`src/rtl/ppm16_mod_if.sv`:
```
// Handshake/stream bundle between the packet source, ppm16_mod and the emitter driver.
// The master side drives the packet source inputs; the slave side is the modulator.
interface ppm16_mod_if;
  logic        tx_start;
  logic [15:0] data_len_ext;
  logic [3:0]  din;
  logic        din_valid;
  logic        din_ready;
  logic        dout;
  logic        tx_busy;
  logic        tx_done;
  logic        tx_underrun;

  modport master (
    output tx_start, data_len_ext, din, din_valid,
    input  din_ready, dout, tx_busy, tx_done, tx_underrun
  );

  modport slave (
    input  tx_start, data_len_ext, din, din_valid,
    output din_ready, dout, tx_busy, tx_done, tx_underrun
  );
endinterface

```
`src/rtl/ppm16_mod.sv`:
```
// 16-PPM packet modulator: preamble, 16-bit length header (MS nibble first), then data nibbles.
// Each symbol v emits one pulse in chip slot v of 16; every chip lasts CHIP_BITS clocks.
module ppm16_mod #(
  parameter int unsigned CHIP_BITS       = 1,
  parameter int unsigned PREAMBLE_LEN    = 8,
  parameter logic [3:0]  PREAMBLE_SYMBOL = 4'h0
) (
  input logic        clk,
  input logic        resetn,
  ppm16_mod_if.slave tx_bus
);

  localparam int unsigned CbW = (CHIP_BITS > 1) ? $clog2(CHIP_BITS) : 1;
  localparam logic [CbW-1:0] ChipBitLast = CbW'(CHIP_BITS - 1);
  localparam logic [16:0] PreambleLast = 17'(PREAMBLE_LEN - 1);

  typedef enum logic [1:0] {StIdle, StPreamble, StHeader, StData} state_e;

  state_e         state_q, state_d;
  logic [15:0]    len_q, len_d;
  logic [CbW-1:0] chip_bit_cnt_q, chip_bit_cnt_d;
  logic [3:0]     chip_cnt_q, chip_cnt_d;
  logic [16:0]    sym_cnt_q, sym_cnt_d;
  logic [3:0]     cur_sym_q, cur_sym_d;
  logic [3:0]     buf_q, buf_d;
  logic           buf_full_q, buf_full_d;
  logic [16:0]    acc_cnt_q, acc_cnt_d;
  logic           dout_q, dout_d;
  logic           done_q, done_d;
  logic           underrun_q, underrun_d;

  logic        busy, din_ready, xfer, chip_bit_wrap, sym_end, load_data;
  logic [16:0] len_ext;

  assign len_ext       = {1'b0, len_q};
  assign busy          = (state_q != StIdle);
  assign din_ready     = busy && !buf_full_q && (acc_cnt_q < len_ext);
  assign xfer          = tx_bus.din_valid && din_ready;
  assign chip_bit_wrap = (chip_bit_cnt_q == ChipBitLast);
  assign sym_end       = chip_bit_wrap && (chip_cnt_q == 4'hF);

  always_comb begin
    state_d        = state_q;
    len_d          = len_q;
    chip_bit_cnt_d = chip_bit_cnt_q;
    chip_cnt_d     = chip_cnt_q;
    sym_cnt_d      = sym_cnt_q;
    cur_sym_d      = cur_sym_q;
    buf_d          = buf_q;
    buf_full_d     = buf_full_q;
    acc_cnt_d      = acc_cnt_q;
    done_d         = 1'b0;
    underrun_d     = 1'b0;
    load_data      = 1'b0;

    if (state_q == StIdle) begin
      if (tx_bus.tx_start) begin
        state_d        = StPreamble;
        len_d          = tx_bus.data_len_ext;
        chip_bit_cnt_d = '0;
        chip_cnt_d     = '0;
        sym_cnt_d      = '0;
        cur_sym_d      = PREAMBLE_SYMBOL;
        buf_full_d     = 1'b0;
        acc_cnt_d      = '0;
      end
    end else begin
      if (xfer) begin
        buf_d      = tx_bus.din;
        buf_full_d = 1'b1;
        acc_cnt_d  = acc_cnt_q + 17'd1;
      end

      if (chip_bit_wrap) begin
        chip_bit_cnt_d = '0;
        chip_cnt_d     = chip_cnt_q + 4'd1;
      end else begin
        chip_bit_cnt_d = chip_bit_cnt_q + CbW'(1);
      end

      if (sym_end) begin
        sym_cnt_d = sym_cnt_q + 17'd1;
        unique case (state_q)
          StPreamble: begin
            if (sym_cnt_q == PreambleLast) begin
              state_d   = StHeader;
              sym_cnt_d = '0;
              cur_sym_d = len_q[15:12];
            end else begin
              cur_sym_d = PREAMBLE_SYMBOL;
            end
          end
          StHeader: begin
            if (sym_cnt_q == 17'd3) begin
              if (len_q == 16'h0000) begin
                state_d = StIdle;
                done_d  = 1'b1;
              end else begin
                state_d   = StData;
                sym_cnt_d = '0;
                load_data = 1'b1;
              end
            end else begin
              unique case (sym_cnt_q[1:0])
                2'd0:    cur_sym_d = len_q[11:8];
                2'd1:    cur_sym_d = len_q[7:4];
                default: cur_sym_d = len_q[3:0];
              endcase
            end
          end
          StData: begin
            if (sym_cnt_q == len_ext - 17'd1) begin
              state_d = StIdle;
              done_d  = 1'b1;
            end else begin
              load_data = 1'b1;
            end
          end
          default: ;
        endcase
      end

      // Buffer wins; otherwise a symbol accepted on this very edge bypasses the buffer.
      if (load_data) begin
        if (buf_full_q) begin
          cur_sym_d  = buf_q;
          buf_full_d = 1'b0;
        end else if (xfer) begin
          cur_sym_d  = tx_bus.din;
          buf_full_d = 1'b0;
        end else begin
          state_d    = StIdle;
          underrun_d = 1'b1;
        end
      end
    end

    if (state_d == StIdle) begin
      buf_full_d = 1'b0;
    end
    dout_d = (state_d != StIdle) && (chip_cnt_d == cur_sym_d);
  end

  always_ff @(posedge clk or negedge resetn) begin
    if (!resetn) begin
      state_q        <= StIdle;
      len_q          <= '0;
      chip_bit_cnt_q <= '0;
      chip_cnt_q     <= '0;
      sym_cnt_q      <= '0;
      cur_sym_q      <= '0;
      buf_q          <= '0;
      buf_full_q     <= 1'b0;
      acc_cnt_q      <= '0;
      dout_q         <= 1'b0;
      done_q         <= 1'b0;
      underrun_q     <= 1'b0;
    end else begin
      state_q        <= state_d;
      len_q          <= len_d;
      chip_bit_cnt_q <= chip_bit_cnt_d;
      chip_cnt_q     <= chip_cnt_d;
      sym_cnt_q      <= sym_cnt_d;
      cur_sym_q      <= cur_sym_d;
      buf_q          <= buf_d;
      buf_full_q     <= buf_full_d;
      acc_cnt_q      <= acc_cnt_d;
      dout_q         <= dout_d;
      done_q         <= done_d;
      underrun_q     <= underrun_d;
    end
  end

  assign tx_bus.din_ready   = din_ready;
  assign tx_bus.dout        = dout_q;
  assign tx_bus.tx_busy     = busy;
  assign tx_bus.tx_done     = done_q;
  assign tx_bus.tx_underrun = underrun_q;

endmodule

```
`src/flat_wrapper.sv`:
```
// flat-port wrapper written by rule: the top's interface ports become plain ports
module ppm16_mod_flat 
#(
  parameter int unsigned CHIP_BITS       = 1,
  parameter int unsigned PREAMBLE_LEN    = 8,
  parameter logic [3:0]  PREAMBLE_SYMBOL = 4'h0
)
  (clk, resetn, tx_bus_tx_start, tx_bus_data_len_ext, tx_bus_din, tx_bus_din_valid, tx_bus_din_ready, tx_bus_dout, tx_bus_tx_busy, tx_bus_tx_done, tx_bus_tx_underrun);
  ppm16_mod_if tx_bus_i ();
  input logic clk;
  input logic resetn;
  input wire logic [$bits(tx_bus_i.tx_start)-1:0] tx_bus_tx_start;
  input wire logic [$bits(tx_bus_i.data_len_ext)-1:0] tx_bus_data_len_ext;
  input wire logic [$bits(tx_bus_i.din)-1:0] tx_bus_din;
  input wire logic [$bits(tx_bus_i.din_valid)-1:0] tx_bus_din_valid;
  output wire logic [$bits(tx_bus_i.din_ready)-1:0] tx_bus_din_ready;
  output wire logic [$bits(tx_bus_i.dout)-1:0] tx_bus_dout;
  output wire logic [$bits(tx_bus_i.tx_busy)-1:0] tx_bus_tx_busy;
  output wire logic [$bits(tx_bus_i.tx_done)-1:0] tx_bus_tx_done;
  output wire logic [$bits(tx_bus_i.tx_underrun)-1:0] tx_bus_tx_underrun;
  assign tx_bus_i.tx_start = tx_bus_tx_start;
  assign tx_bus_i.data_len_ext = tx_bus_data_len_ext;
  assign tx_bus_i.din = tx_bus_din;
  assign tx_bus_i.din_valid = tx_bus_din_valid;
  assign tx_bus_din_ready = tx_bus_i.din_ready;
  assign tx_bus_dout = tx_bus_i.dout;
  assign tx_bus_tx_busy = tx_bus_i.tx_busy;
  assign tx_bus_tx_done = tx_bus_i.tx_done;
  assign tx_bus_tx_underrun = tx_bus_i.tx_underrun;
  ppm16_mod #(.CHIP_BITS(CHIP_BITS), .PREAMBLE_LEN(PREAMBLE_LEN), .PREAMBLE_SYMBOL(PREAMBLE_SYMBOL)) u_core (.clk(clk), .resetn(resetn), .tx_bus(tx_bus_i));
endmodule
```
`config.mk`:
```
export PLATFORM = sky130hd
export DESIGN_NAME = ppm16_mod_flat
export DESIGN_NICKNAME = d
export VERILOG_FILES = /design/src/rtl/ppm16_mod_if.sv /design/src/rtl/ppm16_mod.sv /design/src/flat_wrapper.sv
export SDC_FILE = /design/constraint.sdc
export NUM_CORES = 1
export LEC_CHECK = 0
export ABC_AREA = 1
export CAP_MARGIN = 0
export CORE_MARGIN = 1.5
export CORE_UTILIZATION = 65
export CTS_CLUSTER_DIAMETER = 150
export CTS_CLUSTER_SIZE = 24
export DETAILED_ROUTE_END_ITERATION = 8
export PLACE_DENSITY = 0.88
export SYNTH_ARGS = -nofsm -noshare
export SYNTH_HDL_FRONTEND = slang
export SYNTH_SLANG_ARGS = --single-unit
export TNS_END_PERCENT = 50
```
`constraint.sdc`:
```
create_clock -name clk -period 4.35 [get_ports clk]
set_input_delay 1.305 -clock clk [delete_from_list [all_inputs] [get_ports clk]]
set_output_delay 1.305 -clock clk [all_outputs]
set_load 0.05 [all_outputs]
```
==> metrics.txt <==
# TYPE chip_impl_metric gauge
chip_impl_metric{name="syn-instance-count",unit=""} 720
chip_impl_metric{name="std_cell_rows",unit=""} 31
chip_impl_metric{name="max_freq",unit="GHz"} 0.248
chip_impl_metric{name="clkLatencyLatePin",unit="ps"} 350
chip_impl_metric{name="totalWireLength",unit="µm"} 12800
chip_impl_metric{name="placedInstanceArea",unit="mm²"} 0.00538
chip_impl_metric{name="clock_power_share",unit="%"} 20.6
chip_impl_metric{name="clock_tree.buffer_depth",unit=""} 2
chip_impl_info{name="layout.cells.most_common",value="sky130_fd_sc_hd__nand2_1"} 1
chip_impl_metric{name="timing.critical_path.slowest_cell_delay",unit="ps"} 820
chip_impl_metric{name="die-width",unit="µm"} 91.1
chip_impl_metric{name="synth_largest_type_area_fraction",unit="%"} 33.8
chip_impl_metric{name="top_level_ports",unit=""} 29
chip_impl_metric{name="worstPathBufferInverterCount",unit=""} 4
chip_impl_metric{name="timing.final.max_slew_violations",unit=""} 0
chip_impl_metric{name="cts_resized",unit=""} 0
chip_impl_metric{name="clock_sinks",unit=""} 68
chip_impl_metric{name="critPathRequiredTime",unit="ps"} 3040
chip_impl_metric{name="drt-vias-per-instance",unit=""} 5.63
chip_impl_metric{name="grt_antenna_before_repair",unit=""} 0
chip_impl_info{name="cell_types_with_the_largest_area_share_after_synthesis",value="sky130_fd_sc_hd__dfrtp_1 (34%), sky130_fd_sc_hd__nand2_1 (15%), sky130_fd_sc_hd__inv_1 (7.0%)"} 1
chip_impl_metric{name="worst_clock_skew",unit="ps"} 11.2
chip_impl_metric{name="netlist-cell-type-count",unit=""} 46
chip_impl_info{name="grt_setup_unrepaired",value="false"} 1
chip_impl_metric{name="timing.slew.headroom",unit="%"} 34.5
chip_impl_metric{name="drt_first_pass_iters",unit=""} 6
chip_impl_info{name="crit_path_top_delay_cell",value="sky130_fd_sc_hd__clkdlybuf4s50_1"} 1
chip_impl_metric{name="die_y",unit="µm"} 91.1
chip_impl_metric{name="final_number_of_hold_violating_endpoints",unit=""} 0
chip_impl_info{name="cts_tree",value="built"} 1
chip_impl_info{name="layout.cells.most_common_list",value="sky130_fd_sc_hd__nand2_1 (204), sky130_fd_sc_hd__inv_1 (94), sky130_fd_sc_hd__dfrtp_1 (68), sky130_fd_sc_hd__nor2_1 (64), sky130_fd_sc_hd__nand3_1 (58)"} 1
chip_impl_metric{name="core-area",unit="mm²"} 0.00737
chip_impl_info{name="startpoint_type_of_the_worst_setup_path",value="register"} 1
chip_impl_metric{name="die-area",unit="mm²"} 0.00829
chip_impl_metric{name="route.antenna.remaining_nets",unit=""} 0
chip_impl_info{name="root_buffer",value="sky130_fd_sc_hd__clkbuf_8"} 1
chip_impl_metric{name="via_count_of_the_first_global_routing_pass",unit=""} 4650
chip_impl_info{name="post-synth-top-area-cell",value="sky130_fd_sc_hd__dfrtp_1"} 1
chip_impl_metric{name="global_route.overflow_total",unit=""} 0
chip_impl_info{name="criticalPathCategory",value="reg2out"} 1
chip_impl_metric{name="synth-edff-count",unit=""} 0
chip_impl_metric{name="setup-tns-final",unit="ps"} 0
chip_impl_metric{name="h-tree-depth",unit=""} 3
chip_impl_metric{name="layout-drive-gt1-share",unit="%"} 8.62
chip_impl_info{name="postSynth.topFlopCell",value="sky130_fd_sc_hd__dfrtp_1"} 1
chip_impl_info{name="status",value="finished, final reports clean"} 1
chip_impl_metric{name="pin_count_of_the_biggest_net_entering_global_routing",unit=""} 43
chip_impl_metric{name="sw_frac_of_total",unit="%"} 46.2
chip_impl_metric{name="fin_nets",unit=""} 798
chip_impl_metric{name="setup_viol",unit=""} 0
chip_impl_metric{name="synthesized_flop_and_latch_total",unit=""} 68
chip_impl_metric{name="grt_first_pass_wirelength",unit="µm"} 21700
chip_impl_metric{name="drtIter0Drc",unit=""} 419
chip_impl_metric{name="start_util",unit="%"} 68.4
chip_impl_metric{name="detail_routed_net_length_per_standard_cell",unit="µm"} 15.1
chip_impl_metric{name="area_growth",unit="%"} 11.5
chip_impl_metric{name="numPortBuffers",unit=""} 28
chip_impl_metric{name="holdBufCountCts",unit=""} 0
chip_impl_metric{name="synth_sequential_area_ratio",unit="%"} 33.8
chip_impl_metric{name="ys.warnings.count",unit=""} 0
chip_impl_metric{name="total_nets_after_synthesis",unit=""} 769
chip_impl_metric{name="power_density",unit="mW/mm²"} 554
chip_impl_metric{name="cp_data_arrival_time",unit="ps"} 2730
chip_impl_metric{name="route.detailed.drc",unit=""} 0
chip_impl_metric{name="irDropWorstVdd",unit="V"} 0.000350
chip_impl_metric{name="dp_hpwl",unit="µm"} 9820
chip_impl_metric{name="ff2ff_setup_slack",unit="ps"} 1430
chip_impl_info{name="worstHoldPathType",value="reg2reg"} 1
chip_impl_metric{name="share_comb_of_total_power",unit="%"} 48.9
chip_impl_metric{name="total_power",unit="mW"} 3.12
chip_impl_metric{name="tightestPinTransition",unit="ps"} 983
chip_impl_metric{name="mappedNetlistArea",unit="mm²"} 0.00504
chip_impl_metric{name="asyncSetResetFlopFracSynth",unit="%"} 100
chip_impl_metric{name="place_congestion",unit=""} 0.939
chip_impl_metric{name="layout.cell_area.non_filler",unit="mm²"} 0.00562
chip_impl_metric{name="power.switching",unit="mW"} 1.44
chip_impl_metric{name="internal-power",unit="mW"} 1.68
chip_impl_metric{name="post_synth.cell_area_avg",unit="µm²"} 7.00
chip_impl_metric{name="period_needed",unit="ps"} 4030
chip_impl_metric{name="cts_inserted_buffers",unit=""} 9
chip_impl_info{name="worstSetupEndpointType",value="output pin"} 1
chip_impl_metric{name="cellLeakagePower",unit="nW"} 2.79
chip_impl_info{name="cpMostUsedCell",value="sky130_fd_sc_hd__inv_1"} 1
chip_impl_metric{name="worstPathMaxFanout",unit=""} 4
chip_impl_metric{name="num_antenna_cells",unit=""} 0
chip_impl_metric{name="drv_cap",unit=""} 0
chip_impl_metric{name="routed-via-count",unit=""} 4800
chip_impl_metric{name="finalCritPeriodShare",unit="%"} 92.7
chip_impl_info{name="critical_path.cell_chain",value="inv_1, ha_1, inv_1, nor2_1, a21oi_1, nand2_1, clkinv_1, nand3_2, nor2_4, clkdlybuf4s50_1"} 1
chip_impl_metric{name="groute.usage.overall",unit="%"} 32.9
chip_impl_metric{name="cts_post_setup_buffers_inserted",unit=""} 0
chip_impl_metric{name="clk_pin_slew_worst_paths",unit="ps"} 80
chip_impl_metric{name="pwr-share-seq",unit="%"} 30.4
chip_impl_info{name="worst_path_dominant_cell_family",value="buffers and inverters"} 1
==> cells by family (layout without fill, tap and decap cells) <==
group | after synthesis | after routing | share of synthesized area [%]
and+or+nand+nor | 391 | 391 | 35.4
buffers and inverters | 117 | 151 | 9.26
AOI/OAI and AO/OA | 96 | 96 | 10.7
DFF | 68 | 68 | 33.8
adders and majority gates | 25 | 25 | 6.21
xor gates and xnor gates | 21 | 21 | 4.25
muxes | 2 | 2 | 0.397
==> sequential cells by signal, indices dropped and copies added, names as in the netlist <==
name / count
u_core.tx_bus.tx_underrun: 1
u_core.chip_cnt_q: 4
u_core.buf_q: 4
u_core.len_q: 16
u_core.state_q: 2
u_core.sym_cnt_q: 17
u_core.buf_full_q: 1
u_core.tx_bus.tx_done: 1
u_core.acc_cnt_q: 17
u_core.tx_bus.dout: 1
u_core.cur_sym_q: 4
==> per-stage QoR <==
step	util, %	setup slack [ps]	instances	hold WS (ps)
floorplan	-	1490	720	442
global placement	73.0	782	837	457
detailed placement	73.0	737	837	463
CTS	76.3	344	853	481
global route	76.3	179	853	489
finish	76.3	319	853	481
==> layout make-up <==
| type | count | area [µm²] |
|---|---|---|
| Clock buffer | 10 | 128 |
| Clock inverter | 6 | 111 |
| Fill cell | 579 | 1750 |
| Inverter | 105 | 394 |
| Multi-Input combinational cell | 535 | 2870 |
| Sequential cell | 68 | 1700 |
| Tap cell | 99 | 124 |
| Timing Repair Buffer | 30 | 290 |
==> worst register-to-register path: cells and delay by family, from the launching register on <==
kind	cells	cell delay, ps
mux	1	70
buf+inv	3	310
compound gates	1	160
flops	1	420
simple gates	15	1650
fa+ha+maj	1	260
==> layer usage <==
metal / GRT usage [%] / vias to the layer above / part of all wire (%)
li1: - / 2373 / -
met1: 44.9 / 2192 / 45
met2: 52.9 / 206 / 46
met3: 4.10 / 29 / 6.6
met4: 13.4 / 0 / 2.7
met5: 0 / - / 0
==> synthesized netlist by cell type, types with 3 or more instances <==
master                       n
sky130_fd_sc_hd__a21oi_1    28
sky130_fd_sc_hd__nand3b_1    5
sky130_fd_sc_hd__inv_2       9
sky130_fd_sc_hd__nor2_2      8
sky130_fd_sc_hd__nor4_1      3
sky130_fd_sc_hd__nor3_1     14
sky130_fd_sc_hd__nor2_4      8
sky130_fd_sc_hd__dfrtp_1    68
sky130_fd_sc_hd__o211ai_1    6
sky130_fd_sc_hd__nor2_1     64
sky130_fd_sc_hd__ha_1       25
sky130_fd_sc_hd__xor2_1     16
sky130_fd_sc_hd__nand2_2     7
sky130_fd_sc_hd__o21ai_0    39
sky130_fd_sc_hd__nand4_1     7
sky130_fd_sc_hd__inv_1      94
sky130_fd_sc_hd__nand2_4     6
sky130_fd_sc_hd__clkbuf_1    6
sky130_fd_sc_hd__nand2_1   204
sky130_fd_sc_hd__o22ai_1    13
sky130_fd_sc_hd__nand3_1    58
==> power groups by stage <==
stage | Combinational (mW) | Clock (mW) | Sequential [mW]
global route | 1.73 | 0.672 | 0.971
detailed placement | 1.48 | 0 | 0.955
CTS | 1.50 | 0.644 | 0.943
global placement | 1.44 | 0 | 0.947
finish | 1.52 | 0.643 | 0.949
floorplan | 1.18 | 0 | 0.905
==> final timing paths <==
check / from / cells after the start / endpoint
min in group asynchronous: resetn / 1 / u_core.sym_cnt_q[10]$_DFFE_PN0P_
max: u_core.len_q[15]$_DFFE_PN0P_ / 10 / tx_bus_din_ready
max in group asynchronous: resetn / 2 / u_core.sym_cnt_q[7]$_DFFE_PN0P_
min reg2reg: u_core.buf_q[1]$_DFFE_PN0P_ / 2 / u_core.buf_q[1]$_DFFE_PN0P_
max reg2reg: u_core.len_q[15]$_DFFE_PN0P_ / 21 / u_core.tx_bus.dout$_DFF_PN0_
min: u_core.buf_q[1]$_DFFE_PN0P_ / 2 / u_core.buf_q[1]$_DFFE_PN0P_
(Power assumes the default switching activity.)
